<file path="src/rtl/gf_sbox_arb_if.sv">
// gf_sbox_arb_if: word request/response handshakes and the shared S-box lane
// connection for gf_sbox_arb.
interface gf_sbox_arb_if;
    logic        rq0_valid;
    logic        rq0_ready;
    logic [31:0] rq0_data;
    logic        rq0_inv;
    logic        rq1_valid;
    logic        rq1_ready;
    logic [31:0] rq1_data;
    logic        rq1_inv;
    logic        rs0_valid;
    logic        rs1_valid;
    logic [31:0] rs_data;
    logic        sb_vld;
    logic [7:0]  sb_x;
    logic        sb_inv;
    logic [7:0]  sb_y;

    modport slave (
        input  rq0_valid, rq0_data, rq0_inv, rq1_valid, rq1_data, rq1_inv, sb_y,
        output rq0_ready, rq1_ready, rs0_valid, rs1_valid, rs_data, sb_vld, sb_x, sb_inv
    );

    modport master (
        output rq0_valid, rq0_data, rq0_inv, rq1_valid, rq1_data, rq1_inv, sb_y,
        input  rq0_ready, rq1_ready, rs0_valid, rs1_valid, rs_data, sb_vld, sb_x, sb_inv
    );
endinterface

</file>
<file path="src/rtl/gf_sbox_arb.sv">
// gf_sbox_arb: round-robin arbiter that serialises two 32-bit word requests onto
// one shared byte-wide S-box lane and reassembles the substituted word.
module gf_sbox_arb #(
    parameter int SBOX_LAT = 1
) (
    input logic          clk,
    input logic          rst_n,
    gf_sbox_arb_if.slave bus
);
    typedef enum logic [1:0] {IDLE, ISSUE, DRAIN, DONE} state_t;

    state_t      state_q, state_d;
    logic        rr_q, rr_d;
    logic        inv_q, inv_d;
    logic        port_q, port_d;
    logic [1:0]  k_q, k_d;
    logic [1:0]  dcnt_q, dcnt_d;
    logic [31:0] word_q, word_d;
    logic [31:0] res_q, res_d;
    logic [31:0] rs_data_q, rs_data_d;
    logic        gnt0, gnt1, acc;
    logic [2:0]  tag_cur, tag_cap;

    // rr_q remembers the port served last; a tie goes to the other one
    assign gnt0 = bus.rq0_valid && (!bus.rq1_valid || rr_q);
    assign gnt1 = bus.rq1_valid && !gnt0;
    assign acc  = state_q == IDLE && (gnt0 || gnt1);

    assign bus.rq0_ready = rst_n && state_q == IDLE && gnt0;
    assign bus.rq1_ready = rst_n && state_q == IDLE && gnt1;
    assign bus.sb_vld    = state_q == ISSUE;
    assign bus.sb_x      = word_q[{k_q, 3'b000} +: 8];
    assign bus.sb_inv    = inv_q;
    assign bus.rs0_valid = state_q == DONE && !port_q;
    assign bus.rs1_valid = state_q == DONE && port_q;
    assign bus.rs_data   = rs_data_q;
    assign tag_cur       = {bus.sb_vld, k_q};

    // Capture is steered by the issue tag delayed to match the lane latency
    generate
        if (SBOX_LAT == 0) begin : g_nolat
            assign tag_cap = tag_cur;
        end else begin : g_lat
            logic [2:0] tag_q [SBOX_LAT];
            logic [2:0] tag_d [SBOX_LAT];
            always_comb begin
                tag_d[0] = tag_cur;
                for (int i = 1; i < SBOX_LAT; i++) tag_d[i] = tag_q[i-1];
            end
            always_ff @(posedge clk or negedge rst_n) begin
                if (!rst_n) begin
                    for (int i = 0; i < SBOX_LAT; i++) tag_q[i] <= '0;
                end else begin
                    tag_q <= tag_d;
                end
            end
            assign tag_cap = tag_q[SBOX_LAT-1];
        end
    endgenerate

    always_comb begin
        state_d = state_q;
        rr_d    = rr_q;
        inv_d   = inv_q;
        port_d  = port_q;
        word_d  = word_q;
        k_d     = k_q;
        dcnt_d  = dcnt_q;
        res_d   = res_q;
        if (tag_cap[2]) res_d[{tag_cap[1:0], 3'b000} +: 8] = bus.sb_y;
        case (state_q)
            IDLE: if (acc) begin
                state_d = ISSUE;
                rr_d    = gnt1;
                port_d  = gnt1;
                inv_d   = gnt1 ? bus.rq1_inv : bus.rq0_inv;
                word_d  = gnt1 ? bus.rq1_data : bus.rq0_data;
                k_d     = 2'd0;
            end
            ISSUE: if (k_q == 2'd3) begin
                if (SBOX_LAT > 0) state_d = DRAIN;
                else state_d = DONE;
                dcnt_d = 2'd0;
            end else begin
                k_d = k_q + 2'd1;
            end
            DRAIN: if (dcnt_q == 2'(SBOX_LAT - 1)) state_d = DONE;
                   else dcnt_d = dcnt_q + 2'd1;
            default: state_d = IDLE;
        endcase
        rs_data_d = (state_d == DONE) ? res_d : rs_data_q;
    end

    always_ff @(posedge clk or negedge rst_n) begin
        if (!rst_n) begin
            state_q   <= IDLE;
            rr_q      <= 1'b1;
            inv_q     <= 1'b0;
            port_q    <= 1'b0;
            k_q       <= 2'd0;
            dcnt_q    <= 2'd0;
            word_q    <= '0;
            res_q     <= '0;
            rs_data_q <= '0;
        end else begin
            state_q   <= state_d;
            rr_q      <= rr_d;
            inv_q     <= inv_d;
            port_q    <= port_d;
            k_q       <= k_d;
            dcnt_q    <= dcnt_d;
            word_q    <= word_d;
            res_q     <= res_d;
            rs_data_q <= rs_data_d;
        end
    end
endmodule

</file>
<file path="src/flat_wrapper.sv">
// flat-port wrapper written by rule: the top's interface ports become plain ports
module gf_sbox_arb_flat 
#(
    parameter int SBOX_LAT = 1
)
  (clk, rst_n, bus_rq0_valid, bus_rq0_data, bus_rq0_inv, bus_rq1_valid, bus_rq1_data, bus_rq1_inv, bus_sb_y, bus_rq0_ready, bus_rq1_ready, bus_rs0_valid, bus_rs1_valid, bus_rs_data, bus_sb_vld, bus_sb_x, bus_sb_inv);
  gf_sbox_arb_if bus_i ();
  input logic clk;
  input logic rst_n;
  input wire logic [$bits(bus_i.rq0_valid)-1:0] bus_rq0_valid;
  input wire logic [$bits(bus_i.rq0_data)-1:0] bus_rq0_data;
  input wire logic [$bits(bus_i.rq0_inv)-1:0] bus_rq0_inv;
  input wire logic [$bits(bus_i.rq1_valid)-1:0] bus_rq1_valid;
  input wire logic [$bits(bus_i.rq1_data)-1:0] bus_rq1_data;
  input wire logic [$bits(bus_i.rq1_inv)-1:0] bus_rq1_inv;
  input wire logic [$bits(bus_i.sb_y)-1:0] bus_sb_y;
  output wire logic [$bits(bus_i.rq0_ready)-1:0] bus_rq0_ready;
  output wire logic [$bits(bus_i.rq1_ready)-1:0] bus_rq1_ready;
  output wire logic [$bits(bus_i.rs0_valid)-1:0] bus_rs0_valid;
  output wire logic [$bits(bus_i.rs1_valid)-1:0] bus_rs1_valid;
  output wire logic [$bits(bus_i.rs_data)-1:0] bus_rs_data;
  output wire logic [$bits(bus_i.sb_vld)-1:0] bus_sb_vld;
  output wire logic [$bits(bus_i.sb_x)-1:0] bus_sb_x;
  output wire logic [$bits(bus_i.sb_inv)-1:0] bus_sb_inv;
  assign bus_i.rq0_valid = bus_rq0_valid;
  assign bus_i.rq0_data = bus_rq0_data;
  assign bus_i.rq0_inv = bus_rq0_inv;
  assign bus_i.rq1_valid = bus_rq1_valid;
  assign bus_i.rq1_data = bus_rq1_data;
  assign bus_i.rq1_inv = bus_rq1_inv;
  assign bus_i.sb_y = bus_sb_y;
  assign bus_rq0_ready = bus_i.rq0_ready;
  assign bus_rq1_ready = bus_i.rq1_ready;
  assign bus_rs0_valid = bus_i.rs0_valid;
  assign bus_rs1_valid = bus_i.rs1_valid;
  assign bus_rs_data = bus_i.rs_data;
  assign bus_sb_vld = bus_i.sb_vld;
  assign bus_sb_x = bus_i.sb_x;
  assign bus_sb_inv = bus_i.sb_inv;
  gf_sbox_arb #(.SBOX_LAT(SBOX_LAT)) u_core (.clk(clk), .rst_n(rst_n), .bus(bus_i));
endmodule
</file>
<file path="config.mk">
export PLATFORM = sky130hd
export DESIGN_NAME = gf_sbox_arb_flat
export DESIGN_NICKNAME = d
export VERILOG_FILES = /design/src/rtl/gf_sbox_arb_if.sv /design/src/rtl/gf_sbox_arb.sv /design/src/flat_wrapper.sv
export SDC_FILE = /design/constraint.sdc
export NUM_CORES = 1
export LEC_CHECK = 0
export BUFFER_PORTS_ARGS = -buffer_cell sky130_fd_sc_hd__buf_2
export CORE_ASPECT_RATIO = 0.75
export CORE_MARGIN = 2
export CORE_UTILIZATION = 48
export DETAILED_ROUTE_END_ITERATION = 8
export GPL_ROUTABILITY_DRIVEN = 0
export PLACE_DENSITY = 0.79
export SYNTH_ARGS = -nofsm -noshare
export SYNTH_HDL_FRONTEND = slang
export SYNTH_SLANG_ARGS = --single-unit
</file>
<file path="constraint.sdc">
create_clock -name clk -period 2.2 [get_ports clk]
set_clock_uncertainty 0.05 [all_clocks]
set_input_delay 0.44 -clock clk [delete_from_list [all_inputs] [get_ports clk]]
set_output_delay 0.44 -clock clk [all_outputs]
set_load 0.02 [all_outputs]
</file>
==> results.sh, run 1 <==
export IMPL_synth_area_leaders="sky130_fd_sc_hd__dfrtp_1, sky130_fd_sc_hd__mux2i_1, sky130_fd_sc_hd__a22o_1, sky130_fd_sc_hd__mux2_2, sky130_fd_sc_hd__o21ai_0"
export IMPL_crit_arrival_ns=2.31
export IMPL_syn_cell_area_sq_mm=0.004730
export IMPL_drive_above_1_share=0.4289
export IMPL_post_synth_inst_count=360
export IMPL_h_tree_depth=3
export IMPL_cts_made_buffers=9
export IMPL_ctsRootBufferMaster="sky130_fd_sc_hd__clkbuf_16"
export IMPL_crit_family="buffers and inverters"
export IMPL_synthDistinctLibCells=33
export IMPL_power_report_internal_total_w=0.005417
export IMPL_critPathSlowestCell="sky130_fd_sc_hd__dfrtp_1"
export IMPL_yosys_warnings=0
export IMPL_cp_startpoint_kind="register"
export IMPL_grt_pass1_wl_mm=17.38
export IMPL_fin_ws_ns=0.07260
export IMPL_max_cap_viol_count=0
export IMPL_synthesis_area_per_instance_sq_um=13.14
export IMPL_largest_incremental_delay_on_the_critical_path_ns=0.39
export IMPL_design_portCount=124
export IMPL_clock_sinks=108
export IMPL_final_common_cell="sky130_fd_sc_hd__buf_2"
export IMPL_num_vias=3366
export IMPL_insertedDiodeCount=0
export IMPL_total_nets_final=591
export IMPL_place_worst_setup_slack_ns=-0.03287
export IMPL_synth_fp_nets=450
export IMPL_drcViolationCount=0
export IMPL_powerDensity_mw_per_mm2=1393
export IMPL_placed_cell_area_sq_mm=0.005614
export IMPL_filler_cell_count=775
export IMPL_run_status="finished clean"
export IMPL_overall_global_routing_usage=0.2072
export IMPL_detail_route_antenna_nets=0
export IMPL_commonest_cells_after_routing_fill_and_taps_aside="sky130_fd_sc_hd__buf_2, sky130_fd_sc_hd__dfrtp_1, sky130_fd_sc_hd__nand2_1, sky130_fd_sc_hd__o21ai_0, sky130_fd_sc_hd__a22o_1"
export IMPL_die_area_sq_mm=0.01067
export IMPL_fp_row_count=31
export IMPL_grt_pass1_vias=3360
export IMPL_clockBufferDepth=2
export IMPL_clkLatencyLatePin_ns=0.35
export IMPL_grt_start_max_net_pins=107
export IMPL_netlist_area_leader_share=0.5661
export IMPL_critPathKind="register to register"
export IMPL_routed_wire_length_per_instance_um=17.48
export IMPL_fmax_mhz=470.1
export IMPL_report_final_hold_viol_count=0
export IMPL_timing_hold_worst_class="primary input to register"
export IMPL_tightest_slew_ns=0.5605
export IMPL_pwr_share_seq=0.369
export IMPL_clock_tree_from_tritoncts="built"
export IMPL_crit_required_ns=2.38
export IMPL_grt_overflow=0
export IMPL_yosysSeqAreaShare=0.5717
export IMPL_switching_share=0.3672
export IMPL_total_power_w=0.008559
export IMPL_final_setup_viol_count=0
export IMPL_placeableCoreArea_sq_mm=0.009619
export IMPL_worstSetupEndpointType="register"
export IMPL_rsz0062_at_grt="true"
export IMPL_sequential_cell_area_sq_mm=0.002704
export IMPL_drt_iter0_markers=195
export IMPL_critical_path_n_buffers_inverters=3
export IMPL_fin_cells=638
export IMPL_synthDominantAreaCellType="sky130_fd_sc_hd__dfrtp_1"
export IMPL_area_delta_synth_final_pct=29.89
export IMPL_antenna_found_initial=0
export IMPL_chipWidth_um=118.6
export IMPL_period_minus_slack_ns=2.127
export IMPL_ir_drop_uv=698.2
export IMPL_clock_power_share=0.192
export IMPL_dp_cells=616
export IMPL_worstPathMaxFanout=8
export IMPL_synth_seq_cells=108
export IMPL_dr_pass1_iterations=4
export IMPL_timing_setup_tns_ns=0
export IMPL_initial_core_util=0.4917
export IMPL_worstPathCellList="inv_2 > ha_4 > nor3b_4 > nand2_2 > a221oi_4 > buf_6 > clkbuf_16 > mux2_2"
export IMPL_floorplan_die_height_um=89.97
export IMPL_finalInstanceArea_sq_mm=0.006143
export IMPL_area_of_combinational_cells_with_multiple_inputs_sq_mm=0.002037
export IMPL_final_max_slew_viol_count=0
export IMPL_p_leak_nw=3.128
export IMPL_portBuffers=123
export IMPL_number_of_vias_per_cell_after_detailed_routing=5.276
export IMPL_clk_pin_slew_worst_paths_ns=0.07
export IMPL_relSlewSlack=0.6236
export IMPL_totalWireLength_mm=11.15
export IMPL_post_route_period_util=0.9670
export IMPL_switchingPower_w=0.003143
export IMPL_share_comb_of_total_power=0.440
export IMPL_post_dp_hpwl_mm=7.512
==> cell families after synthesis <==
family,Yosys count,share of synthesized area
AOI/OAI and AO/OA,80,0.1183
adders and majority gates,12,0.03175
buffers and inverters,25,0.02592
DFF,108,0.5717
muxes,75,0.1889
and+or+nand+nor,60,0.06349
==> power groups by stage <==
stage / Clock (W) / Combinational, W / Sequential [W]
after detailed placement: 0 / 0.00333 / 0.00318
after floorplan: 0 / 0.00208 / 0.00332
after global placement: 0 / 0.00320 / 0.00314
final: 0.00164 / 0.00376 / 0.00316
after global routing: 0.00175 / 0.00408 / 0.00324
after CTS: 0.00167 / 0.00345 / 0.00314
==> metrics by stage <==
stage	hold WS, ns	util
6_report	0.3308	0.6387
3_3_place_gp	0.2037	0.5836
5_1_grt	0.3407	0.6387
2_1_floorplan	0.09441	-
4_1_cts	0.3217	0.6212
3_5_place_dp	0.2038	0.5836
==> tightest hold or removal path, stage by stage <==
cell and delay [ns]:
sky130_fd_sc_hd__buf_2 0.07, sky130_fd_sc_hd__mux2i_1 0.05, sky130_fd_sc_hd__o21ai_0 0.13
==> sequential cells by signal, summed over array words and instances, names as in the netlist <==
name	flops
u_core.k_q	2
u_core.dcnt_q	2
u_core.word_q	32
u_core.res_q	32
u_core.rr_q	1
u_core.port_q	1
u_core.bus.rs_data	32
u_core.state_q	2
u_core.bus.sb_inv	1
u_core.g_lat.tag_q	3
==> Yosys cell counts, drive strengths merged <==
master / count
nand4b: 1
inv: 9
mux2i: 33
nand2b: 1
nor2: 2
and2: 2
a21boi: 1
nor3: 1
nand3: 2
a21o: 2
nor4b: 1
nor3b: 1
o21ai: 38
a21oi: 3
mux2: 34
nand2: 43
o21a: 1
a22o: 34
or3b: 1
mux4: 8
buf: 8
dfstp: 1
ha: 12
a221oi: 1
nor4: 3
nor2b: 1
dfrtp: 107
clkbuf: 8
and3: 1
==> what timing repair did <==
| action | 4_1_cts | 5_1_grt |
|---|---|---|
| endpoints found under the setup margin | 32 | 40 |
| gates cloned | 1 | 2 |
| hold buffers | 1 | 0 |
| setup buffers | 2 | 0 |
| pin swaps | 1 | 4 |
| gates resized for setup | 2 | 26 |
| hold endpoints to repair | 1 | 0 |
==> layer usage <==
| layer | share of wire | global-route usage | vias to the layer above |
|---|---|---|---|
| met1 | 0.46 | 0.3034 | 1682 |
| met2 | 0.47 | 0.3070 | 92 |
| met3 | 0.055 | 0.06155 | 6 |
| met4 | 0.0090 | 0.04663 | 0 |
| li1 | - | - | 1586 |
| met5 | 0 | 0 | - |
==> final cells by class <==
type	instances	share of cell area
timing repair buffer	146	0.1460
clock buffer	9	0.03666
inverter	9	0.005499
clock inverter	7	0.01324
sequential	108	0.4401
multi-input combinational	227	0.3316
tap	132	0.02688
==> final timing paths <==
kind | startpoint | to | slack (ns) | depth (start not counted)
max | u_core.state_q[0] | u_core.bus.rs_data[11] | 0.07 | 8
min | bus_rq0_data[20] | u_core.word_q[20] | 0.33 | 3
max reg2reg | u_core.state_q[0] | u_core.bus.rs_data[11] | 0.07 | 8
min reg2reg | u_core.bus.rs_data[30] | u_core.bus.rs_data[30] | 0.43 | 1
max in group asynchronous | rst_n | u_core.word_q[13] | 0.98 | 3
min in group asynchronous | rst_n | u_core.port_q | 0.39 | 2
Note: power is estimated with default switching activity, not from simulation.
==> run 2, diff against run 1 <==
--- a/config.mk
+++ b/config.mk
@@ -7,11 +7,10 @@
 export LEC_CHECK = 0
 export BUFFER_PORTS_ARGS = -buffer_cell sky130_fd_sc_hd__buf_2
 export CORE_ASPECT_RATIO = 0.75
-export CORE_MARGIN = 2
 export CORE_UTILIZATION = 48
 export DETAILED_ROUTE_END_ITERATION = 8
 export GPL_ROUTABILITY_DRIVEN = 0
-export PLACE_DENSITY = 0.79
+export PLACE_DENSITY_LB_ADDON = 0.3
 export SYNTH_ARGS = -nofsm -noshare
 export SYNTH_HDL_FRONTEND = slang
 export SYNTH_SLANG_ARGS = --single-unit
==> run 2 against run 1 <==
Net effect: cell area down 0.10%; flip-flop and latch count unchanged; utilization rose by 2.1 points; largest power group unchanged.
==> results.sh, run 2 (synthesis gave the netlist of run 1 again) <==
export IMPL_run_status="finished clean"
export IMPL_report_final_hold_viol_count=0
export IMPL_timing_hold_worst_class="primary input to register"
export IMPL_chipWidth_um=116.6
export IMPL_period_minus_slack_ns=2.195
export IMPL_initial_core_util=0.5081
export IMPL_overall_global_routing_usage=0.2027
export IMPL_clock_sinks=108
export IMPL_grt_pass1_vias=3142
export IMPL_clock_tree_from_tritoncts="built"
export IMPL_relSlewSlack=0.3686
export IMPL_tightest_slew_ns=0.9393
export IMPL_portBuffers=123
export IMPL_dp_cells=614
export IMPL_p_leak_nw=3.148
export IMPL_drive_above_1_share=0.4336
export IMPL_design_portCount=124
export IMPL_total_nets_final=597
export IMPL_grt_pass1_wl_mm=15.68
export IMPL_ctsRootBufferMaster="sky130_fd_sc_hd__clkbuf_16"
export IMPL_num_vias=3333
export IMPL_grt_start_max_net_pins=107
export IMPL_clkLatencyLatePin_ns=0.33
export IMPL_power_report_internal_total_w=0.005360
export IMPL_area_delta_synth_final_pct=29.76
export IMPL_ir_drop_uv=838.1
export IMPL_clock_power_share=0.177
export IMPL_worstSetupEndpointType="register"
export IMPL_clockBufferDepth=2
export IMPL_routed_wire_length_per_instance_um=16.41
export IMPL_timing_setup_tns_ns=0
export IMPL_powerDensity_mw_per_mm2=1367
export IMPL_fp_row_count=30
export IMPL_placed_cell_area_sq_mm=0.005624
export IMPL_grt_overflow=0
export IMPL_fin_ws_ns=0.004566
export IMPL_cts_made_buffers=9
export IMPL_final_setup_viol_count=0
export IMPL_worstPathMaxFanout=8
export IMPL_totalWireLength_mm=10.51
export IMPL_h_tree_depth=3
export IMPL_fmax_mhz=455.5
export IMPL_finalInstanceArea_sq_mm=0.006137
export IMPL_critPathKind="register to register"
export IMPL_insertedDiodeCount=0
export IMPL_post_dp_hpwl_mm=7.029
export IMPL_rsz0062_at_grt="true"
export IMPL_crit_required_ns=2.37
export IMPL_max_cap_viol_count=0
export IMPL_floorplan_die_height_um=87.97
export IMPL_share_comb_of_total_power=0.449
export IMPL_crit_arrival_ns=2.37
export IMPL_die_area_sq_mm=0.01026
export IMPL_total_power_w=0.008391
export IMPL_switchingPower_w=0.003032
export IMPL_antenna_found_initial=0
export IMPL_place_worst_setup_slack_ns=-0.01010
export IMPL_clk_pin_slew_worst_paths_ns=0.07
export IMPL_dr_pass1_iterations=4
export IMPL_switching_share=0.3613
export IMPL_final_common_cell="sky130_fd_sc_hd__buf_2"
export IMPL_cp_startpoint_kind="register"
export IMPL_drt_iter0_markers=175
export IMPL_detail_route_antenna_nets=0
export IMPL_drcViolationCount=0
export IMPL_post_route_period_util=0.9979
export IMPL_fin_cells=640
export IMPL_number_of_vias_per_cell_after_detailed_routing=5.208
export IMPL_pwr_share_seq=0.374
export IMPL_commonest_cells_after_routing_fill_and_taps_aside="sky130_fd_sc_hd__buf_2, sky130_fd_sc_hd__dfrtp_1, sky130_fd_sc_hd__nand2_1, sky130_fd_sc_hd__o21ai_0, sky130_fd_sc_hd__a22o_1"
export IMPL_placeableCoreArea_sq_mm=0.009309
export IMPL_final_max_slew_viol_count=0
==> run 2: changes by cell type in the layout (fill, tap and decap cells not counted), sizes merged <==
cell      delta
bufinv       -1
buf          +6
clkbuf       +2
clkinvlp     -3
inv          -2
clkinv       +4
==> run 2: final timing paths <==
check                             startpoint                endpoint  slack, ns  cells past startpoint
setup / recovery               u_core.k_q[0]  u_core.bus.rs_data[23]      0.005                      7
hold / removal              bus_rq0_data[29]       u_core.word_q[29]       0.35                      3
setup reg to reg               u_core.k_q[0]  u_core.bus.rs_data[23]      0.005                      7
hold reg to reg            u_core.word_q[20]       u_core.word_q[20]       0.43                      2
max in group asynchronous              rst_n       u_core.word_q[22]       0.97                      3
min in group asynchronous              rst_n           u_core.port_q       0.40                      2
==> run 2: power by group through the flow <==
| stage | clock, W | combinational [W] | sequential (W) |
|---|---|---|---|
| detailed placement | 0 | 0.00332 | 0.00316 |
| CTS | 0.00152 | 0.00335 | 0.00313 |
| finish | 0.00148 | 0.00377 | 0.00314 |
| global placement | 0 | 0.00323 | 0.00312 |
| global route | 0.00161 | 0.00409 | 0.00323 |
| floorplan | 0 | 0.00208 | 0.00332 |
==> run 2: timing repair <==
action,in CTS,in global routing
gates resized for setup,1,25
setup buffers,0,6
setup endpoints to repair,28,35
gates cloned,0,3
hold endpoints to repair,1,0
hold buffers,1,0
pin swaps,0,3
==> run 2: stage by stage <==
stage / util / hold slack, ns
global route: 0.6593 / 0.3438
CTS: 0.6355 / 0.3415
global placement: 0.6042 / 0.2038
floorplan: - / 0.09441
finish: 0.6593 / 0.3452
detailed placement: 0.6042 / 0.2059
==> run 2: area by class of cell <==
| cell class | count | area (sq um) |
|---|---|---|
| fillers | 731 | 3172 |
| flip-flops and latches | 108 | 2704 |
| multi-input cells | 227 | 2029 |
| repair buffers | 152 | 930.9 |
| clock buffers | 11 | 242.7 |
| well taps | 128 | 160.2 |
| clock inverters | 5 | 36.28 |
| inverters | 9 | 33.78 |
==> run 2: critical path: stages (launching register included) <==
cell and delay [ns]:
sky130_fd_sc_hd__dfrtp_1 0.39, sky130_fd_sc_hd__ha_1 0.22, sky130_fd_sc_hd__nand2b_4 0.15, sky130_fd_sc_hd__a21o_1 0.21, sky130_fd_sc_hd__a221oi_4 0.35, sky130_fd_sc_hd__buf_6 0.19, sky130_fd_sc_hd__clkbuf_16 0.17, sky130_fd_sc_hd__mux2_2 0.34
==> run 2: metal layers <==
metal | vias to the layer above | wire length, um | GRT usage
li1 | 1594 | - | -
met1 | 1653 | 5123 | 0.3077
met2 | 80 | 4842 | 0.2926
met3 | 6 | 478 | 0.05190
met4 | 0 | 61 | 0.04603
met5 | - | 0 | 0
==> run 3, diff against run 2 <==
--- a/config.mk
+++ b/config.mk
@@ -5,7 +5,7 @@
 export SDC_FILE = /design/constraint.sdc
 export NUM_CORES = 1
 export LEC_CHECK = 0
-export BUFFER_PORTS_ARGS = -buffer_cell sky130_fd_sc_hd__buf_2
+export BUFFER_PORTS_ARGS = -buffer_cell sky130_fd_sc_hd__buf_4
 export CORE_ASPECT_RATIO = 0.75
 export CORE_UTILIZATION = 48
 export DETAILED_ROUTE_END_ITERATION = 8
==> constraint.sdc (replaced) <==
create_clock -name clk -period 1.82 [get_ports clk]
set_clock_uncertainty 0.05 [all_clocks]
set_input_delay 0.364 -clock clk [delete_from_list [all_inputs] [get_ports clk]]
set_output_delay 0.364 -clock clk [all_outputs]
set_load 0.02 [all_outputs]
==> run 3 against run 2 <==
Net effect: the run now ends with setup timing left; non-clock buffer count is 16 higher; critical path depth is 1 higher; hold slack worse by 0.087 ns; sequential power is 23% higher; count of clock-buffer cells in the layout is 2 lower.
==> results.sh, run 3 (synthesis gave the netlist of run 1 again) <==
export IMPL_overall_global_routing_usage=0.2212
export IMPL_clock_power_share=0.173
export IMPL_ir_drop_uv=959.8
export IMPL_final_max_slew_viol_count=0
export IMPL_r2r_setup_slack_ns=-0.35
export IMPL_powerDensity_mw_per_mm2=1660
export IMPL_number_of_vias_per_cell_after_detailed_routing=5.290
export IMPL_worstPathCellList="inv_2 > ha_4 > nor3b_4 > nand2_2 > a221oi_4 > buf_6 > clkbuf_16 > mux2_1"
export IMPL_tightest_slew_ns=0.5673
export IMPL_report_final_hold_viol_count=0
export IMPL_met1_track_demand_over_resource_in_global_routing=0.3161
export IMPL_run_status="complete, but fails checks"
export IMPL_final_common_cell="sky130_fd_sc_hd__buf_4"
export IMPL_filler_cell_count=638
export IMPL_terminus_of_the_critical_flop_to_flop_path="u_core.bus.rs_data[24]"
export IMPL_clk_pin_slew_worst_paths_ns=0.07
export IMPL_portBuffers=123
export IMPL_grt_overflow=0
export IMPL_final_setup_viol_count=42
export IMPL_clock_tree_from_tritoncts="built"
export IMPL_failed_checks="setup timing"
export IMPL_r2r_start="u_core.state_q[1]"
export IMPL_antenna_found_initial=0
export IMPL_chipWidth_um=116.6
export IMPL_dr_pass1_iterations=4
export IMPL_critPathSlowestCell="sky130_fd_sc_hd__dfrtp_1"
export IMPL_timing_hold_worst_class="primary input to register"
export IMPL_fmax_mhz=459.8
export IMPL_num_vias=3470
export IMPL_timing_hold_ws_ns=0.2578
export IMPL_fin_ws_ns=-0.3547
export IMPL_drt_iter0_markers=244
export IMPL_routed_wire_length_per_instance_um=17.94
export IMPL_worstSetupEndpointType="register"
export IMPL_detail_route_antenna_nets=0
export IMPL_crit_arrival_ns=2.35
export IMPL_grt_start_max_net_pins=107
export IMPL_most_used_layer_global_route="met2"
export IMPL_clockBufferDepth=2
export IMPL_drive_above_1_share=0.4621
export IMPL_period_minus_slack_ns=2.175
export IMPL_relSlewSlack=0.6218
export IMPL_switchingPower_w=0.003994
export IMPL_floorplan_die_height_um=87.97
export IMPL_fp_row_count=30
export IMPL_critical_path_n_buffers_inverters=3
export IMPL_globalRouteMet2Util=0.3427
export IMPL_power_report_internal_total_w=0.007256
export IMPL_crit_family="buffers and inverters"
export IMPL_finalInstanceArea_sq_mm=0.006778
export IMPL_design_portCount=124
export IMPL_rsz0062_at_grt="true"
export IMPL_max_cap_viol_count=0
export IMPL_postLayoutCoreUtil=0.7281
export IMPL_cp_startpoint_kind="register"
export IMPL_area_delta_synth_final_pct=43.31
export IMPL_placed_cell_area_sq_mm=0.006045
export IMPL_share_comb_of_total_power=0.485
export IMPL_grt_util_met3=0.05190
export IMPL_h_tree_depth=3
export IMPL_pwr_share_seq=0.342
export IMPL_reg2reg_depth=8
export IMPL_clock_sinks=108
export IMPL_insertedDiodeCount=0
export IMPL_largest_incremental_delay_on_the_critical_path_ns=0.42
export IMPL_initial_core_util=0.5081
export IMPL_worstHoldPathCells=3
export IMPL_total_nets_final=613
export IMPL_hold_path_startpoint="bus_rq0_inv"
export IMPL_die_area_sq_mm=0.01026
export IMPL_drcViolationCount=0
export IMPL_totalWireLength_mm=11.77
export IMPL_clkLatencyLatePin_ns=0.34
export IMPL_switching_share=0.3550
export IMPL_commonest_cells_after_routing_fill_and_taps_aside="sky130_fd_sc_hd__buf_4, sky130_fd_sc_hd__dfrtp_1, sky130_fd_sc_hd__nand2_1, sky130_fd_sc_hd__o21ai_0, sky130_fd_sc_hd__a22o_1"
export IMPL_critPathKind="register to register"
export IMPL_grt_pass1_vias=3351
export IMPL_post_route_period_util=1.195
export IMPL_cts_made_buffers=9
export IMPL_worstPathMaxFanout=8
export IMPL_grt_pass1_wl_mm=16.88
export IMPL_ctsRootBufferMaster="sky130_fd_sc_hd__clkbuf_16"
export IMPL_worst_hold_path_endpoint="u_core.bus.sb_inv"
export IMPL_p_leak_nw=3.349
export IMPL_crit_required_ns=1.99
export IMPL_timing_setup_tns_ns=-12.07
export IMPL_post_dp_hpwl_mm=7.506
export IMPL_total_power_w=0.01125
export IMPL_placeableCoreArea_sq_mm=0.009309
## run 3: cell types whose count changed in the layout (fill, tap and decap cells not counted), moves of 4 or more
cell	previous run	this run
sky130_fd_sc_hd__buf_2	122	0
sky130_fd_sc_hd__buf_4	21	141
sky130_fd_sc_hd__buf_6	2	17
sky130_fd_sc_hd__clkinvlp_4	0	4
sky130_fd_sc_hd__mux2_2	19	4
sky130_fd_sc_hd__mux2_4	11	24
## run 3: power groups by stage
stage	sequential (W)	combinational [W]	clock (W)
2_1_floorplan	0.00402	0.00258	0
3_3_place_gp	0.00380	0.00437	0
3_5_place_dp	0.00385	0.00451	0
4_1_cts	0.00383	0.00494	0.00199
5_1_grt	0.00394	0.00584	0.00208
6_report	0.00385	0.00545	0.00195
## run 3: through the flow
stage / std cells / setup WS (ns)
global route: 656 / -0.4120
finish: 656 / -0.3547
floorplan: 360 / -0.2353
global placement: 625 / -0.2114
detailed placement: 625 / -0.2821
CTS: 646 / -0.2816
## run 3: layout make-up
cell class | instances | area (sq um) | share of cell area
tap | 128 | 160.2 | 0.02363
sequential | 108 | 2704 | 0.3989
clock buffer | 9 | 225.2 | 0.03323
timing repair buffer | 168 | 1450 | 0.2140
multi-input combinational | 227 | 2127 | 0.3138
inverter | 9 | 33.78 | 0.004984
clock inverter | 7 | 77.57 | 0.01145
## run 3: worst register-to-register path: stages (launching register included)
cell and delay [ns]:
sky130_fd_sc_hd__dfrtp_1 0.42, sky130_fd_sc_hd__inv_2 0.12, sky130_fd_sc_hd__ha_4 0.16, sky130_fd_sc_hd__nor3b_4 0.22, sky130_fd_sc_hd__nand2_2 0.11, sky130_fd_sc_hd__a221oi_4 0.30, sky130_fd_sc_hd__buf_6 0.17, sky130_fd_sc_hd__clkbuf_16 0.16
sky130_fd_sc_hd__mux2_1 0.34
## run 3: worst max path at each step
stage	cells after the start	to	startpoint	slack, ns
after global routing	8	u_core.bus.rs_data[24]	u_core.state_q[1]	-0.41
after floorplan	7	u_core.bus.rs_data[22]	u_core.state_q[0]	-0.24
after global placement	7	u_core.bus.rs_data[10]	u_core.state_q[1]	-0.21
final	8	u_core.bus.rs_data[24]	u_core.state_q[1]	-0.35
after detailed placement	7	u_core.bus.rs_data[12]	u_core.state_q[1]	-0.28
after CTS	8	u_core.bus.rs_data[22]	u_core.state_q[1]	-0.28
## run 3: what timing repair did
item,in CTS,in global routing
endpoints found under the hold margin,2,0
cloned,1,3
buffers inserted,3,10
hold buffers,1,0
gates resized for setup,24,41
pin swaps,1,9
endpoints found under the setup margin,68,58
## run 3: layer usage
metal / part of all wire / up-vias
met5: 0 / -
li1: - / 1631
met2: 0.49 / 91
met1: 0.46 / 1737
met4: 0.0097 / 0
met3: 0.039 / 11
